==> config.mk <==
export PLATFORM = sky130hd
export DESIGN_NAME = fmul_axis
export DESIGN_NICKNAME = d
export VERILOG_FILES = /design/src/rtl/fmul_axis.sv
export SDC_FILE = /design/constraint.sdc
export NUM_CORES = 2
export LEC_CHECK = 0
export ABC_AREA = 1
export CORE_ASPECT_RATIO = 1.5
export CORE_MARGIN = 2
export CORE_UTILIZATION = 60
export DETAILED_ROUTE_END_ITERATION = 10
export DONT_BUFFER_PORTS = 1
export PLACE_DENSITY_LB_ADDON = 0.12
export REMOVE_ABC_BUFFERS = 1
export SETUP_SLACK_MARGIN = 0.1
export SLEW_MARGIN = 10
export SYNTH_ARGS = -nofsm -noshare
export SYNTH_HDL_FRONTEND = slang
export SYNTH_SLANG_ARGS = --single-unit
==> constraint.sdc <==
create_clock -name CLK -period 14.92 [get_ports CLK]
set_input_delay 0.746 -clock CLK [delete_from_list [all_inputs] [get_ports CLK]]
set_output_delay 0.746 -clock CLK [all_outputs]
set_load 0.1 [all_outputs]
==> src/rtl/fmul_axis.sv <==
// IEEE-754 binary32 multiplier behind joined A/B AXI-stream inputs.
// Three pipeline stages: unpack/classify, 24x24 multiply, normalize/round/pack.
module fmul_axis (
  input  logic        CLK,
  input  logic        INITIALIZE,
  input  logic        s_axis_a_tvalid,
  output logic        s_axis_a_tready,
  input  logic [31:0] s_axis_a_tdata,
  input  logic        s_axis_b_tvalid,
  output logic        s_axis_b_tready,
  input  logic [31:0] s_axis_b_tdata,
  output logic        m_axis_result_tvalid,
  input  logic        m_axis_result_tready,
  output logic [31:0] m_axis_result_tdata
);

  typedef enum logic [1:0] {CLS_NORM, CLS_ZERO, CLS_INF, CLS_NAN} cls_t;

  // Handshake: a transfer happens on a rising edge where tvalid and tready are
  // both high. A and B only transfer together; the whole pipeline freezes while
  // the output holds a product the consumer has not taken.
  logic stall;
  logic accept;

  assign stall           = m_axis_result_tvalid & ~m_axis_result_tready;
  assign s_axis_a_tready = s_axis_b_tvalid & ~stall & ~INITIALIZE;
  assign s_axis_b_tready = s_axis_a_tvalid & ~stall & ~INITIALIZE;
  assign accept          = s_axis_a_tvalid & s_axis_b_tvalid & ~stall & ~INITIALIZE;

  logic               s1_valid_q, s1_valid_d;
  logic               s1_sign_q, s1_sign_d;
  logic signed [9:0]  s1_exp_q, s1_exp_d;
  logic [23:0]        s1_ma_q, s1_ma_d;
  logic [23:0]        s1_mb_q, s1_mb_d;
  cls_t               s1_cls_q, s1_cls_d;

  logic               s2_valid_q, s2_valid_d;
  logic               s2_sign_q, s2_sign_d;
  logic signed [9:0]  s2_exp_q, s2_exp_d;
  logic [47:0]        s2_prod_q, s2_prod_d;
  cls_t               s2_cls_q, s2_cls_d;

  logic               out_valid_q, out_valid_d;
  logic [31:0]        out_data_q, out_data_d;

  logic [7:0] a_exp, b_exp;
  logic       a_nan, b_nan, a_inf, b_inf, a_zero, b_zero;

  always_comb begin
    a_exp  = s_axis_a_tdata[30:23];
    b_exp  = s_axis_b_tdata[30:23];
    a_nan  = (a_exp == 8'hFF) && (s_axis_a_tdata[22:0] != 23'd0);
    b_nan  = (b_exp == 8'hFF) && (s_axis_b_tdata[22:0] != 23'd0);
    a_inf  = (a_exp == 8'hFF) && (s_axis_a_tdata[22:0] == 23'd0);
    b_inf  = (b_exp == 8'hFF) && (s_axis_b_tdata[22:0] == 23'd0);
    // Denormals share the zero exponent and are flushed with true zeros.
    a_zero = (a_exp == 8'h00);
    b_zero = (b_exp == 8'h00);

    s1_valid_d = s1_valid_q;
    s1_sign_d  = s1_sign_q;
    s1_exp_d   = s1_exp_q;
    s1_ma_d    = s1_ma_q;
    s1_mb_d    = s1_mb_q;
    s1_cls_d   = s1_cls_q;
    if (!stall) begin
      s1_valid_d = accept;
      if (accept) begin
        s1_sign_d = s_axis_a_tdata[31] ^ s_axis_b_tdata[31];
        s1_exp_d  = $signed({2'b00, a_exp}) + $signed({2'b00, b_exp}) - 10'sd127;
        s1_ma_d   = {1'b1, s_axis_a_tdata[22:0]};
        s1_mb_d   = {1'b1, s_axis_b_tdata[22:0]};
        if (a_nan || b_nan || (a_inf && b_zero) || (b_inf && a_zero))
          s1_cls_d = CLS_NAN;
        else if (a_inf || b_inf)
          s1_cls_d = CLS_INF;
        else if (a_zero || b_zero)
          s1_cls_d = CLS_ZERO;
        else
          s1_cls_d = CLS_NORM;
      end
    end
  end

  always_comb begin
    s2_valid_d = s2_valid_q;
    s2_sign_d  = s2_sign_q;
    s2_exp_d   = s2_exp_q;
    s2_prod_d  = s2_prod_q;
    s2_cls_d   = s2_cls_q;
    if (!stall) begin
      s2_valid_d = s1_valid_q;
      if (s1_valid_q) begin
        s2_sign_d = s1_sign_q;
        s2_exp_d  = s1_exp_q;
        s2_prod_d = 48'(s1_ma_q) * 48'(s1_mb_q);
        s2_cls_d  = s1_cls_q;
      end
    end
  end

  logic [22:0]       mant;
  logic              guard, sticky, round_up;
  logic [23:0]       mant_r;
  logic signed [9:0] exp_n;
  logic [31:0]       result;

  always_comb begin
    if (s2_prod_q[47]) begin
      mant   = s2_prod_q[46:24];
      guard  = s2_prod_q[23];
      sticky = |s2_prod_q[22:0];
      exp_n  = s2_exp_q + 10'sd1;
    end else begin
      mant   = s2_prod_q[45:23];
      guard  = s2_prod_q[22];
      sticky = |s2_prod_q[21:0];
      exp_n  = s2_exp_q;
    end
    round_up = guard & (sticky | mant[0]);
    mant_r   = {1'b0, mant} + {23'd0, round_up};
    // A rounding carry leaves the fraction all zeros and bumps the exponent.
    if (mant_r[23]) exp_n = exp_n + 10'sd1;

    case (s2_cls_q)
      CLS_NAN:  result = 32'h7FC0_0000;
      CLS_INF:  result = {s2_sign_q, 8'hFF, 23'd0};
      CLS_ZERO: result = {s2_sign_q, 31'd0};
      default: begin
        if (exp_n >= 10'sd255)
          result = {s2_sign_q, 8'hFF, 23'd0};
        else if (exp_n <= 10'sd0)
          result = {s2_sign_q, 31'd0};
        else
          result = {s2_sign_q, exp_n[7:0], mant_r[22:0]};
      end
    endcase

    out_valid_d = out_valid_q;
    out_data_d  = out_data_q;
    if (!stall) begin
      out_valid_d = s2_valid_q;
      if (s2_valid_q) out_data_d = result;
    end
  end

  always_ff @(posedge CLK) begin
    if (INITIALIZE) begin
      s1_valid_q  <= 1'b0;
      s1_sign_q   <= 1'b0;
      s1_exp_q    <= '0;
      s1_ma_q     <= '0;
      s1_mb_q     <= '0;
      s1_cls_q    <= CLS_NORM;
      s2_valid_q  <= 1'b0;
      s2_sign_q   <= 1'b0;
      s2_exp_q    <= '0;
      s2_prod_q   <= '0;
      s2_cls_q    <= CLS_NORM;
      out_valid_q <= 1'b0;
      out_data_q  <= 32'h0000_0000;
    end else begin
      s1_valid_q  <= s1_valid_d;
      s1_sign_q   <= s1_sign_d;
      s1_exp_q    <= s1_exp_d;
      s1_ma_q     <= s1_ma_d;
      s1_mb_q     <= s1_mb_d;
      s1_cls_q    <= s1_cls_d;
      s2_valid_q  <= s2_valid_d;
      s2_sign_q   <= s2_sign_d;
      s2_exp_q    <= s2_exp_d;
      s2_prod_q   <= s2_prod_d;
      s2_cls_q    <= s2_cls_d;
      out_valid_q <= out_valid_d;
      out_data_q  <= out_data_d;
    end
  end

  assign m_axis_result_tvalid = out_valid_q;
  assign m_axis_result_tdata  = out_data_q;

endmodule

==> out/results.ini <==
[outcome]
status = complete, no violations

[yosys]
syn_area_per_cell_um2 = 7.173
ys_top_cells_by_area = fa_1 34%, inv_1 15%, nand2_1 13%
syn-instance-count = 3936
synth_top_cell_by_area = fa_1
yosysWarnings = 0
syn_area_um2 = 28230
synth_top_area_share_pct = 34.25
ys_seq_area_share_pct = 11.06
synth_cell_types = 50
async_flop_share_pct = 0
synth_edf_count = 0
ys_seq_elements = 156
synth_ff_type = dfxtp_1

[grt]
grt_pass1_vias = 24428
grt-busiest-layer = met2
grt_use_met3_pct = 4.011
grt_use_met2_pct = 60.85
track_usage_pct = 32.61
antenna_found_initial = 0
grt_pass1_wl_um = 125200
grtUsageMet1_pct = 36.53
grt.overflow.total = 0
grt_max_degree = 89

[timing]
finalMaxSlewViolations = 0
relSlewSlack_pct = 15.31
period_share_pct = 49.69
tightestPinTransition_ps = 1269
rsz0062_at_grt = no
worst_slack_ps = 7507
timing.fmax_ghz = 0.1349
clock_skew_ps = 18.97
hold_viol = 0
finalSetupViolations = 0
setup_tns_ps = 0
period_needed_ps = 7413

[power]
clockPowerShare_pct = 34.1
p_leak_nw = 16.76
power_density_nw_per_um2 = 46.96
seq_power_share_pct = 34.6
power.switching_uw = 530.0
ir_drop_mv = 0.08361
p_int_uw = 837.9
p_sw_share_pct = 38.75
p_comb_share_pct = 31.3

[cts]
clk_latency_ps = 460
cts-root-buf = clkbuf_16
clk_path_buf_depth = 2
cts_num_sinks = 156
cts_setup_buffers = 0
tritoncts = done
postCtsHoldBufs = 0
cts_buffers = 17
cts.clk_slew.worst_paths_ps = 80
cts-resized-gates = 0
htreeDepth = 4

[routing]
antenna_left = 0
dr.pass1.iters = 5
viasPerCell = 5.272
drc = 0
wl_um = 75540
drtIter0Drc = 1246
post_drt_wl_per_cell_um = 17.15
vias = 23221

[place]
place_congestion = 0.9701
dp_slack_ps = 7629
dpl.hpwl_um = 60230
io_buffers = 0

[floorplan]
die_area_um2 = 48840
num_io_pins = 104
die_h_um = 269.7
std_cell_rows = 97
initial_utilization_pct = 60.58
core_area_um2 = 46600
die_x_um = 181.1

[worst_setup_path]
worstSetupEndpointType = flop
setup.worst_path.start_class = flop
rr_endpoint = s2_prod_q[39]$_SDFFE_PP0P_
worst-r2r-setup-slack_ps = 7510
critPathRequiredTime_ps = 15260
crit-reg2reg-launch = s1_mb_q[9]$_SDFFE_PP0P_
cp_max_fo = 25
cp.arrival_ps = 7760
rr_worst_depth = 24
path_class = reg -> reg

[final_layout]
final_cell_mix = 1,117 x inv_1, 960 x nand2_1, 483 x fa_1, 218 x nor2_1, 192 x ha_1
syn_to_final_growth_pct = 3.164
layout-drive-gt1-share_pct = 3.412
mostFrequentLayoutCell = inv_1
nets = 4541

[hold_path]
worstHoldPathCells = 1
worstHoldStart = INITIALIZE
hold_end = m_axis_result_tdata[5]$_SDFFE_PP0P_
min_path_type = in -> reg

[flow_run]
drv_cap = 0

## critical path: stages (launching register included)
cell and delay (ps):
dfxtp_1 1110, nand2_1 200, fa_1 550, fa_1 550, inv_1 70, fa_1 480
fa_1 590, fa_1 450, fa_1 520, inv_1 50, fa_1 520, inv_1 50
ha_1 340, nand2_1 140, nor2_1 160, inv_1 80, nor2_1 200, nand4_1 150
nand3_1 210, nand2_1 70, o211ai_1 170, a21oi_1 170, xnor2_1 200, o21ai_0 180
inv_1 50
## cells by family (layout without fill, tap and decap cells)
group / count (synthesis) / after routing / share of synthesized area, %
and+or+nand+nor: 1396 / 1396 / 20.21
other: 0 / 1 / 0
xor gates and xnor gates: 43 / 43 / 1.360
adders and majority gates: 675 / 675 / 42.75
buffers and inverters: 1333 / 1207 / 18.01
DFF: 156 / 156 / 11.06
AOI/OAI and AO/OA: 333 / 333 / 6.603
## cell usage after synthesis, types with 11 or more instances
| cell type | count |
|---|---|
| inv_1 | 1118 |
| nand2_1 | 960 |
| fa_1 | 483 |
| nor2_1 | 221 |
| ha_1 | 192 |
| clkbuf_1 | 174 |
| o21ai_0 | 163 |
| dfxtp_1 | 156 |
| nand3_1 | 91 |
| a21oi_1 | 79 |
| nand4_1 | 54 |
| xor2_1 | 30 |
| nor3_1 | 17 |
| a31oi_1 | 15 |
| nor4_1 | 15 |
| buf_1 | 12 |
| xnor2_1 | 12 |
| o211ai_1 | 11 |
## layer usage
layer,vias to the layer above,wire (um)
met5,-,0
met4,0,3609
met3,225,3694
met2,680,40320
met1,11210,27920
li1,11106,-
## flip-flops by register name (all words and copies together) (netlist names)
signal	flops
s2_prod_q	48
m_axis_result_tdata	32
s1_ma_q	24
s1_mb_q	23
s1_exp_q	10
s2_exp_q	10
s1_cls_q	2
s2_cls_q	2
m_axis_result_tvalid	1
s1_sign_q	1
s1_valid_q	1
s2_sign_q	1
s2_valid_q	1
## metrics by stage
step                      std cells  cell area (um^2)  power, mW  util (%)  hold WS (ps)
after global routing           4404             29130      1.444     62.49         332.8
after global placement         4372             28510     0.9033     61.18         438.7
final                          4405             29130      1.368     62.50         347.0
after CTS                      4404             29130      1.375     62.49         329.4
after detailed placement       4372             28510     0.9040     61.18         441.1
after floorplan                3733             27390     0.7469         -         432.2
## final cells by class
class,count,area (um^2)
multi-input cells,2447,20050
flip-flops and latches,156,3124
diodes,1,2.502
well taps,594,743.2
clock buffers,21,480.5
repair buffers,45,355.3
clock inverters,11,132.6
fillers,4400,17480
inverters,1130,4242
## worst max path at each step
stage | start | to | cells after the start
after global placement | s1_mb_q[3]$_SDFFE_PP0P_ | s2_prod_q[47]$_SDFFE_PP0P_ | 30
after detailed placement | s1_mb_q[3]$_SDFFE_PP0P_ | s2_prod_q[47]$_SDFFE_PP0P_ | 30
after floorplan | s1_ma_q[23]$_SDFFE_PP0P_ | s2_prod_q[44]$_SDFFE_PP0P_ | 28
final | s1_mb_q[9]$_SDFFE_PP0P_ | s2_prod_q[39]$_SDFFE_PP0P_ | 24
after global routing | s1_mb_q[3]$_SDFFE_PP0P_ | s2_prod_q[47]$_SDFFE_PP0P_ | 28
after CTS | s1_mb_q[3]$_SDFFE_PP0P_ | s2_prod_q[47]$_SDFFE_PP0P_ | 30
## power groups by stage
stage	Sequential [mW]	Clock, mW	Combinational (mW)
3_5_place_dp	0.482	0	0.422
4_1_cts	0.473	0.474	0.428
2_1_floorplan	0.493	0	0.254
5_1_grt	0.476	0.489	0.479
3_3_place_gp	0.481	0	0.422
6_report	0.474	0.466	0.428
No activity file was read; power rests on OpenSTA's default activity.
